<file path="src/rtl/alu_sequencer_pkg.sv">
// Shared definitions for the ALU command sequencer: FSM states,
// ALU control bit positions and the named opcodes used by software.
package alu_sequencer_pkg;

    // Sequencer states: waiting for a command, one ALU cycle, result held.
    typedef enum logic [1:0] {
        IDLE = 2'd0,
        EXEC = 2'd1,
        RESP = 2'd2
    } seq_state_t;

    // Bit positions of the ALU controls inside a 6-bit opcode.
    localparam int ZX = 5;
    localparam int NX = 4;
    localparam int ZY = 3;
    localparam int NY = 2;
    localparam int F  = 1;
    localparam int NO = 0;

    // Named opcodes {zx,nx,zy,ny,f,no}.
    localparam logic [5:0] OP_ZERO = 6'b101010;
    localparam logic [5:0] OP_NEG1 = 6'b111010;
    localparam logic [5:0] OP_ADD  = 6'b000010;
    localparam logic [5:0] OP_SUB  = 6'b010011;
    localparam logic [5:0] OP_AND  = 6'b000000;

endpackage

</file>
<file path="src/rtl/alu_sequencer_regfile.sv">
// Small register file for the sequencer: two asynchronous read ports,
// one synchronous write port, whole array cleared on reset.
module alu_regfile
    import alu_sequencer_pkg::*;
#(
    parameter  int WIDTH = 4,
    parameter  int NREGS = 4,
    localparam int RAW   = $clog2(NREGS)
) (
    input  logic             clk,
    input  logic             rst,
    input  logic             i_we,
    input  logic [RAW-1:0]   i_waddr,
    input  logic [WIDTH-1:0] i_wdata,
    input  logic [RAW-1:0]   i_raddr_x,
    input  logic [RAW-1:0]   i_raddr_y,
    output logic [WIDTH-1:0] o_rdata_x,
    output logic [WIDTH-1:0] o_rdata_y
);

    logic [WIDTH-1:0] r_mem [NREGS];

    // Storage: reset clears every entry and wins over a pending write.
    always_ff @(posedge clk) begin
        if (rst) begin
            for (int i = 0; i < NREGS; i++) begin
                r_mem[i] <= '0;
            end
        end else if (i_we) begin
            r_mem[i_waddr] <= i_wdata;
        end
    end

    assign o_rdata_x = r_mem[i_raddr_x];
    assign o_rdata_y = r_mem[i_raddr_y];

endmodule

</file>
<file path="src/rtl/alu_sequencer.sv">
// Command front-end around an external 4-bit combinational ALU.
// Accepts one command at a time, reads operands from the register file,
// drives the ALU from latched state, writes the result back and offers it
// with zero/negative flags on a valid/ready result channel.
module alu_sequencer
    import alu_sequencer_pkg::*;
#(
    parameter  int WIDTH = 4,
    parameter  int NREGS = 4,
    localparam int RAW   = $clog2(NREGS)
) (
    input  logic             clk,
    input  logic             rst,
    // command channel
    input  logic             cmd_valid,
    output logic             cmd_ready,
    input  logic             cmd_ld,
    input  logic [5:0]       cmd_op,
    input  logic [RAW-1:0]   cmd_srcx,
    input  logic [RAW-1:0]   cmd_srcy,
    input  logic [RAW-1:0]   cmd_dst,
    input  logic             cmd_wen,
    input  logic [WIDTH-1:0] cmd_imm,
    // external ALU
    output logic             alu_zx,
    output logic             alu_nx,
    output logic             alu_zy,
    output logic             alu_ny,
    output logic             alu_f,
    output logic             alu_no,
    output logic [WIDTH-1:0] alu_x,
    output logic [WIDTH-1:0] alu_y,
    input  logic [WIDTH-1:0] alu_r,
    // result channel
    output logic             res_valid,
    input  logic             res_ready,
    output logic [WIDTH-1:0] res_data,
    output logic             res_zr,
    output logic             res_ng
);

    seq_state_t       r_state;
    logic [5:0]       r_op;
    logic [WIDTH-1:0] r_x;
    logic [WIDTH-1:0] r_y;
    logic [WIDTH-1:0] r_res;
    logic [RAW-1:0]   r_dst;
    logic             r_wen;

    logic             w_accept;
    logic             w_we;
    logic [RAW-1:0]   w_waddr;
    logic [WIDTH-1:0] w_wdata;
    logic [WIDTH-1:0] w_rd_x;
    logic [WIDTH-1:0] w_rd_y;

    assign w_accept = (r_state == IDLE) && cmd_valid;

    alu_regfile #(
        .WIDTH (WIDTH),
        .NREGS (NREGS)
    ) u_regfile (
        .clk       (clk),
        .rst       (rst),
        .i_we      (w_we),
        .i_waddr   (w_waddr),
        .i_wdata   (w_wdata),
        .i_raddr_x (cmd_srcx),
        .i_raddr_y (cmd_srcy),
        .o_rdata_x (w_rd_x),
        .o_rdata_y (w_rd_y)
    );

    // Writeback select: immediates go in at accept, ALU results at the end of EXEC.
    always_comb begin
        w_we    = 1'b0;
        w_waddr = r_dst;
        w_wdata = alu_r;
        if (w_accept && cmd_ld) begin
            w_we    = cmd_wen;
            w_waddr = cmd_dst;
            w_wdata = cmd_imm;
        end else if (r_state == EXEC) begin
            w_we    = r_wen;
        end
    end

    // Sequencer FSM with all latched command state and the held result.
    always_ff @(posedge clk) begin
        if (rst) begin
            r_state <= IDLE;
            r_op    <= OP_AND;
            r_x     <= '0;
            r_y     <= '0;
            r_res   <= '0;
            r_dst   <= '0;
            r_wen   <= 1'b0;
        end else begin
            case (r_state)
                IDLE: begin
                    if (cmd_valid) begin
                        r_op  <= cmd_op;
                        r_dst <= cmd_dst;
                        r_wen <= cmd_wen;
                        r_x   <= w_rd_x;
                        r_y   <= w_rd_y;
                        if (cmd_ld) begin
                            r_res   <= cmd_imm;
                            r_state <= RESP;
                        end else begin
                            r_state <= EXEC;
                        end
                    end
                end
                EXEC: begin
                    r_res   <= alu_r;
                    r_state <= RESP;
                end
                RESP: begin
                    if (res_ready) begin
                        r_state <= IDLE;
                    end
                end
                default: begin
                    r_state <= IDLE;
                end
            endcase
        end
    end

    assign cmd_ready = (r_state == IDLE);
    assign res_valid = (r_state == RESP);

    // The ALU only ever sees latched state, never the live command bus.
    assign alu_zx = r_op[ZX];
    assign alu_nx = r_op[NX];
    assign alu_zy = r_op[ZY];
    assign alu_ny = r_op[NY];
    assign alu_f  = r_op[F];
    assign alu_no = r_op[NO];
    assign alu_x  = r_x;
    assign alu_y  = r_y;

    assign res_data = r_res;
    assign res_zr   = (r_res == '0);
    assign res_ng   = r_res[WIDTH-1];

endmodule
</file>
<file path="config.mk">
export PLATFORM = sky130hd
export DESIGN_NAME = alu_sequencer
export DESIGN_NICKNAME = d
export VERILOG_FILES = /design/src/rtl/alu_sequencer_pkg.sv /design/src/rtl/alu_sequencer_regfile.sv /design/src/rtl/alu_sequencer.sv
export SDC_FILE = /design/constraint.sdc
export NUM_CORES = 1
export LEC_CHECK = 0
export BUFFER_PORTS_ARGS = -buffer_cell sky130_fd_sc_hd__buf_2
export CAP_MARGIN = 20
export CORE_ASPECT_RATIO = 0.9
export CORE_MARGIN = 2
export CORE_UTILIZATION = 48
export DETAILED_ROUTE_END_ITERATION = 10
export GPL_TIMING_DRIVEN = 0
export PLACE_DENSITY = 0.75
export SYNTH_ARGS = -nofsm -noshare
export SYNTH_HDL_FRONTEND = slang
export SYNTH_SLANG_ARGS = --single-unit
</file>
<file path="constraint.sdc">
create_clock -name clk -period 1.5 [get_ports clk]
set_clock_uncertainty 0.05 [all_clocks]
set_input_delay 0.225 -clock clk [delete_from_list [all_inputs] [get_ports clk]]
set_output_delay 0.225 -clock clk [all_outputs]
set_load 0.02 [all_outputs]
</file>
==> flow_metrics.py, run 1 <==
metrics = {
    "clocking": {
        "cts_max_level": 2,
        "cts.reportedPaths.clkPinSlew_ns": 0.08,
        "insertion_delay_ns": 0.30,
        "clock_sinks": 39,
        "ctsLongestPathBuffers": 2,
        "ctsRootBufferMaster": "clkbuf_8",
        "hold_buffers": 0,
        "tritoncts": "built",
        "numCtsBuffers": 5,
    },
    "finish": {
        "filler_cell_count": 365,
        "num-nets-final": 314,
        "antenna-diode-count": 0,
        "areaGrowthSynthToFinish_pct": 29.35,
        "layout.area.seq_sq_um": 948.4,
        "design_area_sq_um": 2696,
        "multiInputGateArea_sq_um": 1097,
        "post-route-util_pct": 65.30,
        "fraction_of_final_layout_cells_with_drive_strength_greater_than_1_pct": 37.02,
    },
    "drt": {
        "drt-total-wl_mm": 5.102,
        "topRoutingLayerUsed": "met4",
        "first_iter_violations": 55,
        "wl_per_cell_um": 15.14,
        "route.met2.wl_mm": 2.348,
        "dr.pass1.iters": 4,
        "detail_route.vias_per_cell": 5.460,
        "vias": 1840,
        "route.layer.met1.wl_mm": 2.386,
        "met3WireLength_um": 299,
        "antenna_violating_nets_left": 0,
        "post-route-drc-count": 0,
    },
    "sta": {
        "worst_slew_pin_slew_ns": 0.4963,
        "setup_repair_after_global_routing_missed_its_margin": "true",
        "setup-violations-final": 4,
        "max_slew_margin_pct": 66.06,
        "timing_hold_violations_final": 0,
        "clock.fmax_ghz": 0.6568,
        "min_period_over_period_pct": 101.5,
        "final_period_minus_worst_setup_slack_ns": 1.523,
        "timing_max_transition_violations_final": 0,
        "final.setup.worst_slack_ns": -0.02259,
        "setup-tns-final_ns": -0.08556,
    },
    "synth": {
        "yosys.area.top_type": "edfxtp_1",
        "mappedNetlistNets": 245,
        "fraction_of_the_yosys_area_taken_by_sequential_cells_pct": 45.14,
        "postSynthAreaPerCell_sq_um": 9.518,
        "number_of_synthesized_register_bits": 39,
        "share_of_yosys_cell_area_claimed_by_the_top_area_cell_type_pct": 23.05,
        "yosysMostFrequentCell": "nand2_1",
        "library_cells_used_by_synthesis": 32,
        "synth_commonest_cells": "45 x nand2_1, 38 x a21oi_1, 24 x nand3_1, 23 x dfxtp_1, 16 x edfxtp_1",
        "ys_async_sr_fraction_pct": 0,
        "yosysWarnings": 0,
        "ys_dominant_reg_cell": "dfxtp_1",
        "netlist_area_before_placement_sq_um": 2084,
        "synthTopCellsByArea": "edfxtp_1 23%, dfxtp_1 22%, a21oi_1 9.1%",
        "synthesis.instances": 219,
        "synth_edf_count": 16,
    },
    "grt": {
        "pin_count_of_the_biggest_net_entering_global_routing": 15,
        "grtUsageTotal_pct": 22.18,
        "grt_pass1_vias": 1655,
        "first_pass_grt_wire_length_mm": 8.010,
        "grt_remaining_overflow": 0,
        "grt_antenna_before_repair": 0,
    },
    "setup_path": {
        "crit_path_start_kind": "flop",
        "critPathRequiredTime_ns": 1.46,
        "critical_path.max_fanout": 5,
        "worstSetupPathType": "flop to flop",
        "cp.arrival_ns": 1.48,
        "cp-end-kind": "flop",
    },
    "run": {
        "cap_violations": 0,
    },
    "pwr": {
        "total_switching_power_uw": 752.2,
        "intPower_mw": 1.747,
        "power.static_leakage_nw": 1.086,
        "power.sequential.fraction_pct": 48.3,
        "share_comb_of_total_power_pct": 21.9,
        "powerDensity_nw_per_um2": 927.0,
        "switching_share_pct": 30.09,
        "clock_power_share_pct": 29.8,
        "power_mw": 2.499,
        "irDropWorstVdd_mv": 0.4392,
    },
    "die": {
        "design.core.area_sq_um": 4129,
        "placementRows": 22,
        "design.die.area_sq_um": 4887,
        "chip_width_um": 73.47,
        "floorplan.io_pins": 48,
        "die_h_um": 66.52,
        "starting_density_of_the_core_pct": 50.48,
    },
    "placed_design": {
        "count_of_buffers_inserted_at_the_top_level_ports": 47,
        "placedInstanceArea_sq_um": 2395,
        "finalWeightedCongestion": 0.8460,
        "place.detailed.hpwl_mm": 3.560,
    },
    "hold_path": {
        "worstHoldPathType": "primary input to flop",
    },
    "outcome": {
        "run_status": "finished with violations",
        "violations": "negative setup slack",
    },
}
[worst max-delay path: stages (launching register included)]
cell and delay [ns]:
dfxtp_1 0.50, nor2b_2 0.33, mux2i_1 0.17, o21bai_4 0.18
[per-layer routing]
layer / vias to the layer above / global-route usage (%)
met5: - / 0
met4: 0 / 7.500
met3: 5 / 6.354
met2: 64 / 34.49
met1: 841 / 29.62
li1: 930 / -
[placed cells by master, fill, tap and decap left out, drive strengths merged, types with 4 or more instances in the layout]
| cell | Yosys | final |
|---|---|---|
| buf | 13 | 74 |
| nand2 | 45 | 45 |
| a21oi | 38 | 38 |
| nand3 | 24 | 24 |
| dfxtp | 23 | 23 |
| edfxtp | 16 | 16 |
| nor2b | 11 | 11 |
| mux4 | 8 | 8 |
| clkbuf | 2 | 8 |
| nor3 | 5 | 5 |
| inv | 3 | 5 |
| o21bai | 4 | 4 |
| nor2 | 4 | 4 |
| a2111oi | 4 | 4 |
| and3b | 4 | 4 |
[cell type report]
| type | count | area share (%) |
|---|---|---|
| Multi-Input combinational cell | 162 | 40.70 |
| Sequential cell | 39 | 35.17 |
| Timing Repair Buffer | 62 | 13.36 |
| Buffer | 15 | 4.733 |
| Clock buffer | 5 | 2.552 |
| Tap cell | 48 | 2.227 |
| Clock inverter | 3 | 0.8353 |
| Inverter | 3 | 0.4176 |
[cells by family (layout without fill, tap and decap cells)]
logic type      count (synthesis)  in the layout  synth area share, %
simple gates                  101            101                24.91
compound gates                 49             49                13.33
flops                          39             39                45.14
buf+inv                        18             88                6.002
mux                            12             12                10.62
[registers in the layout, summed over array words and instances, names as in the netlist]
signal and flops:
alu_x 4, r_dst 2, u_regfile.r_mem 16, r_wen 1
r_op 6, r_state 2, res_data 4, alu_y 4
[power by group through the flow]
stage	logic, mW	registers (mW)	clock network, mW
CTS	0.501	1.20	0.757
floorplan	0.282	1.26	0
global placement	0.466	1.23	0
global route	0.598	1.22	0.803
finish	0.548	1.21	0.744
detailed placement	0.472	1.23	0
[per-stage QoR]
step / instances / worst slack (ns) / hold slack, ns
6_report: 337 / -0.02259 / 0.1022
3_5_place_dp: 314 / -0.2438 / 0.3935
5_1_grt: 337 / -0.07034 / 0.1004
4_1_cts: 325 / -0.004707 / 0.09639
2_1_floorplan: 219 / -0.01654 / 0.2459
3_3_place_gp: 314 / -0.2443 / 0.3886
[what timing repair did]
item	4_1_cts	5_1_grt
setup endpoints to repair	28	38
setup buffers	3	11
pin swaps	2	4
resized for setup	12	10
endpoints found under the hold margin	0	0
gates cloned	0	1
[worst paths after layout]
path | from | end | slack [ns] | cells past startpoint
worst max-delay path | r_dst[0] | u_regfile.r_mem[1][3] | -0.02 | 3
worst min-delay path | cmd_op[5] | r_op[5] | 0.10 | 3
worst max register to register | r_dst[0] | u_regfile.r_mem[1][3] | -0.02 | 3
worst min register to register | alu_x[3] | alu_x[3] | 0.40 | 2
Power figures use the tool's default switching activity.
==> run 2, diff against run 1 <==
--- a/config.mk
+++ b/config.mk
@@ -5,11 +5,13 @@
 export SDC_FILE = /design/constraint.sdc
 export NUM_CORES = 1
 export LEC_CHECK = 0
+export ABC_AREA = 1
+export ABC_CLOCK_PERIOD_IN_PS = 1500
 export BUFFER_PORTS_ARGS = -buffer_cell sky130_fd_sc_hd__buf_2
 export CAP_MARGIN = 20
 export CORE_ASPECT_RATIO = 0.9
 export CORE_MARGIN = 2
-export CORE_UTILIZATION = 48
+export CORE_UTILIZATION = 47
 export DETAILED_ROUTE_END_ITERATION = 10
 export GPL_TIMING_DRIVEN = 0
 export PLACE_DENSITY = 0.75
==> run 2 against run 1 <==
- the run still ends with negative setup slack left
- synthesized cell count grew 11%
- total power fell by 3.4%
- first-iteration DRC count rose by 130%
- critical path depth increased by 2
- combinational power shrank 9.1%
- routed wire length fell by 22%
- largest cell class is now sequential cells
- largest power group unchanged
==> flow_metrics.py, run 2 <==
metrics = {
    "outcome": {
        "run_status": "finished with violations",
        "violations": "negative setup slack",
    },
    "finish": {
        "num-nets-final": 324,
        "multiInputGateArea_sq_um": 828.3,
        "most_common_library_cell_in_the_layout_ignoring_fill_and_taps": "nor2_1",
        "largest_register": "u_regfile.r_mem",
        "layout_common_cells": "59 x nor2_1, 45 x buf_2, 30 x nand2_1",
        "fraction_of_final_layout_cells_with_drive_strength_greater_than_1_pct": 26.42,
        "layout.area.seq_sq_um": 943.4,
        "filler_cell_count": 355,
        "final-instance-count-excl-fill": 345,
        "areaGrowthSynthToFinish_pct": 25.17,
        "antenna-diode-count": 0,
        "largest_register_ff_count": 16,
        "layout_top_registers": "u_regfile.r_mem x16, r_op x6",
    },
    "placed_design": {
        "count_of_buffers_inserted_at_the_top_level_ports": 43,
        "finalWeightedCongestion": 0.7648,
        "place.detailed.hpwl_mm": 2.947,
        "numPlacedInstances": 333,
    },
    "die": {
        "die_h_um": 63.83,
        "placementRows": 21,
        "floorplan.io_pins": 48,
        "design.core.area_sq_um": 3757,
        "chip_width_um": 70.48,
        "starting_density_of_the_core_pct": 49.75,
        "design.die.area_sq_um": 4498,
    },
    "setup_path": {
        "cp-end-kind": "flop",
        "critical_path.max_fanout": 5,
        "worstSetupPathType": "flop to flop",
        "critPathRequiredTime_ns": 1.46,
        "cp.arrival_ns": 1.49,
        "crit_path_start_kind": "flop",
    },
    "drt": {
        "dr.pass1.iters": 4,
        "detail_route.vias_per_cell": 5.023,
        "antenna_violating_nets_left": 0,
        "wl_per_cell_um": 11.58,
        "vias": 1733,
        "first_iter_violations": 128,
        "drt-total-wl_mm": 3.996,
        "post-route-drc-count": 0,
    },
    "synth": {
        "synthesis.instances": 244,
        "mappedNetlistNets": 270,
        "synth_commonest_cells": "59 x nor2_1, 35 x nand2_1, 30 x o21ai_0, 28 x inv_1, 23 x dfxtp_1",
        "fraction_of_the_yosys_area_taken_by_sequential_cells_pct": 50.33,
        "yosysWarnings": 0,
        "synthTopCellsByArea": "edfxtp_1 26%, dfxtp_1 25%, nor2_1 12%",
        "library_cells_used_by_synthesis": 20,
        "share_of_yosys_cell_area_claimed_by_the_top_area_cell_type_pct": 25.70,
        "postSynthAreaPerCell_sq_um": 7.661,
        "ys_dominant_reg_cell": "dfxtp_1",
        "yosys.area.top_type": "edfxtp_1",
        "number_of_synthesized_register_bits": 39,
        "netlist_area_before_placement_sq_um": 1869,
        "synth_edf_count": 16,
        "yosysMostFrequentCell": "nor2_1",
        "ys_async_sr_fraction_pct": 0,
    },
    "sta": {
        "setup-violations-final": 12,
        "worst_slew_pin_slew_ns": 0.7026,
        "final_period_minus_worst_setup_slack_ns": 1.531,
        "final.setup.worst_slack_ns": -0.03114,
        "max_slew_margin_pct": 53.16,
        "setup_repair_after_global_routing_missed_its_margin": "true",
        "min_period_over_period_pct": 102.1,
        "timing_max_transition_violations_final": 0,
        "setup-tns-final_ns": -0.3066,
        "clock.fmax_ghz": 0.6531,
        "timing_hold_violations_final": 0,
    },
    "grt": {
        "grtUsageTotal_pct": 18.99,
        "first_pass_grt_wire_length_mm": 6.693,
        "pin_count_of_the_biggest_net_entering_global_routing": 13,
        "grt_remaining_overflow": 0,
        "grt_pass1_vias": 1558,
        "grt_antenna_before_repair": 0,
    },
    "clocking": {
        "insertion_delay_ns": 0.30,
        "clock_sinks": 39,
        "cts_max_level": 2,
        "ctsRootBufferMaster": "clkbuf_8",
        "tritoncts": "built",
        "cts.reportedPaths.clkPinSlew_ns": 0.08,
        "numCtsBuffers": 5,
        "ctsLongestPathBuffers": 2,
    },
    "pwr": {
        "powerDensity_nw_per_um2": 1032,
        "irDropWorstVdd_mv": 0.7021,
        "power.static_leakage_nw": 1.125,
    },
    "hold_path": {
        "worstHoldPathType": "primary input to flop",
    },
    "run": {
        "cap_violations": 0,
    },
}
-- run 2: path summary, 6_finish.rpt --
kind | cells after the start | slack (ns) | endpoint | start
max reg2reg | 5 | -0.03 | u_regfile.r_mem[2][1] | r_state[1]
min | 2 | 0.03 | r_state[0] | cmd_ld
max | 5 | -0.03 | u_regfile.r_mem[2][1] | r_state[1]
min reg2reg | 2 | 0.43 | r_op[1] | r_op[1]
-- run 2: area by class of cell --
class | count | area share [%]
Timing Repair Buffer | 47 | 10.48
Sequential cell | 39 | 40.32
Inverter | 29 | 4.866
Clock buffer | 6 | 3.102
Multi-Input combinational cell | 164 | 35.40
Clock inverter | 2 | 0.4813
Tap cell | 46 | 2.460
Buffer | 12 | 2.888
-- run 2: layer usage --
| metal | share of wire (%) | track usage, % | vias up |
|---|---|---|---|
| li1 | - | - | 892 |
| met1 | 45 | 23.77 | 777 |
| met2 | 48 | 32.19 | 60 |
| met3 | 6.4 | 5.836 | 4 |
| met4 | 0.70 | 4.327 | 0 |
| met5 | 0 | 0 | - |
-- run 2: where the power goes --
group          internal, mW  switching (mW)  leakage [nW]
clock network         0.326           0.370        0.0455
logic                 0.179           0.319         0.723
registers              1.18          0.0403         0.357
-- run 2: kinds of logic after synthesis --
family / count (synthesis) / synth area share [%]
AOI/OAI and AO/OA: 48 / 14.52
buffers and inverters: 41 / 8.969
DFF: 39 / 50.33
and+or+nand+nor: 116 / 26.17
-- run 2: timing repair --
item / CTS / global route
buffers inserted: 2 / 2
gates cloned: 0 / 0
pin swaps: 1 / 6
resized for setup: 4 / 19
hold buffers: 0 / 0
endpoints found under the setup margin: 21 / 37
-- run 2: critical path: stages, from the launching register on --
cell,delay (ns)
dfxtp_2,0.34
nor2_4,0.19
nand3_4,0.11
a21oi_4,0.29
nand3_4,0.14
nand2_4,0.11
-- run 2: per-stage QoR --
stage                     total power [mW]  setup slack [ns]  cell area, sq um  util (%)  hold WS, ns
final                                2.415          -0.03114              2340     62.27      0.03486
after global placement               1.692          -0.05117              2160     57.48       0.3545
after global routing                 2.543          -0.08968              2340     62.27      0.03418
after detailed placement             1.701          -0.08365              2160     57.48       0.3555
after CTS                            2.405         -0.002860              2270     60.41      0.02554
after floorplan                      1.556          0.005037              1887         -       0.2518
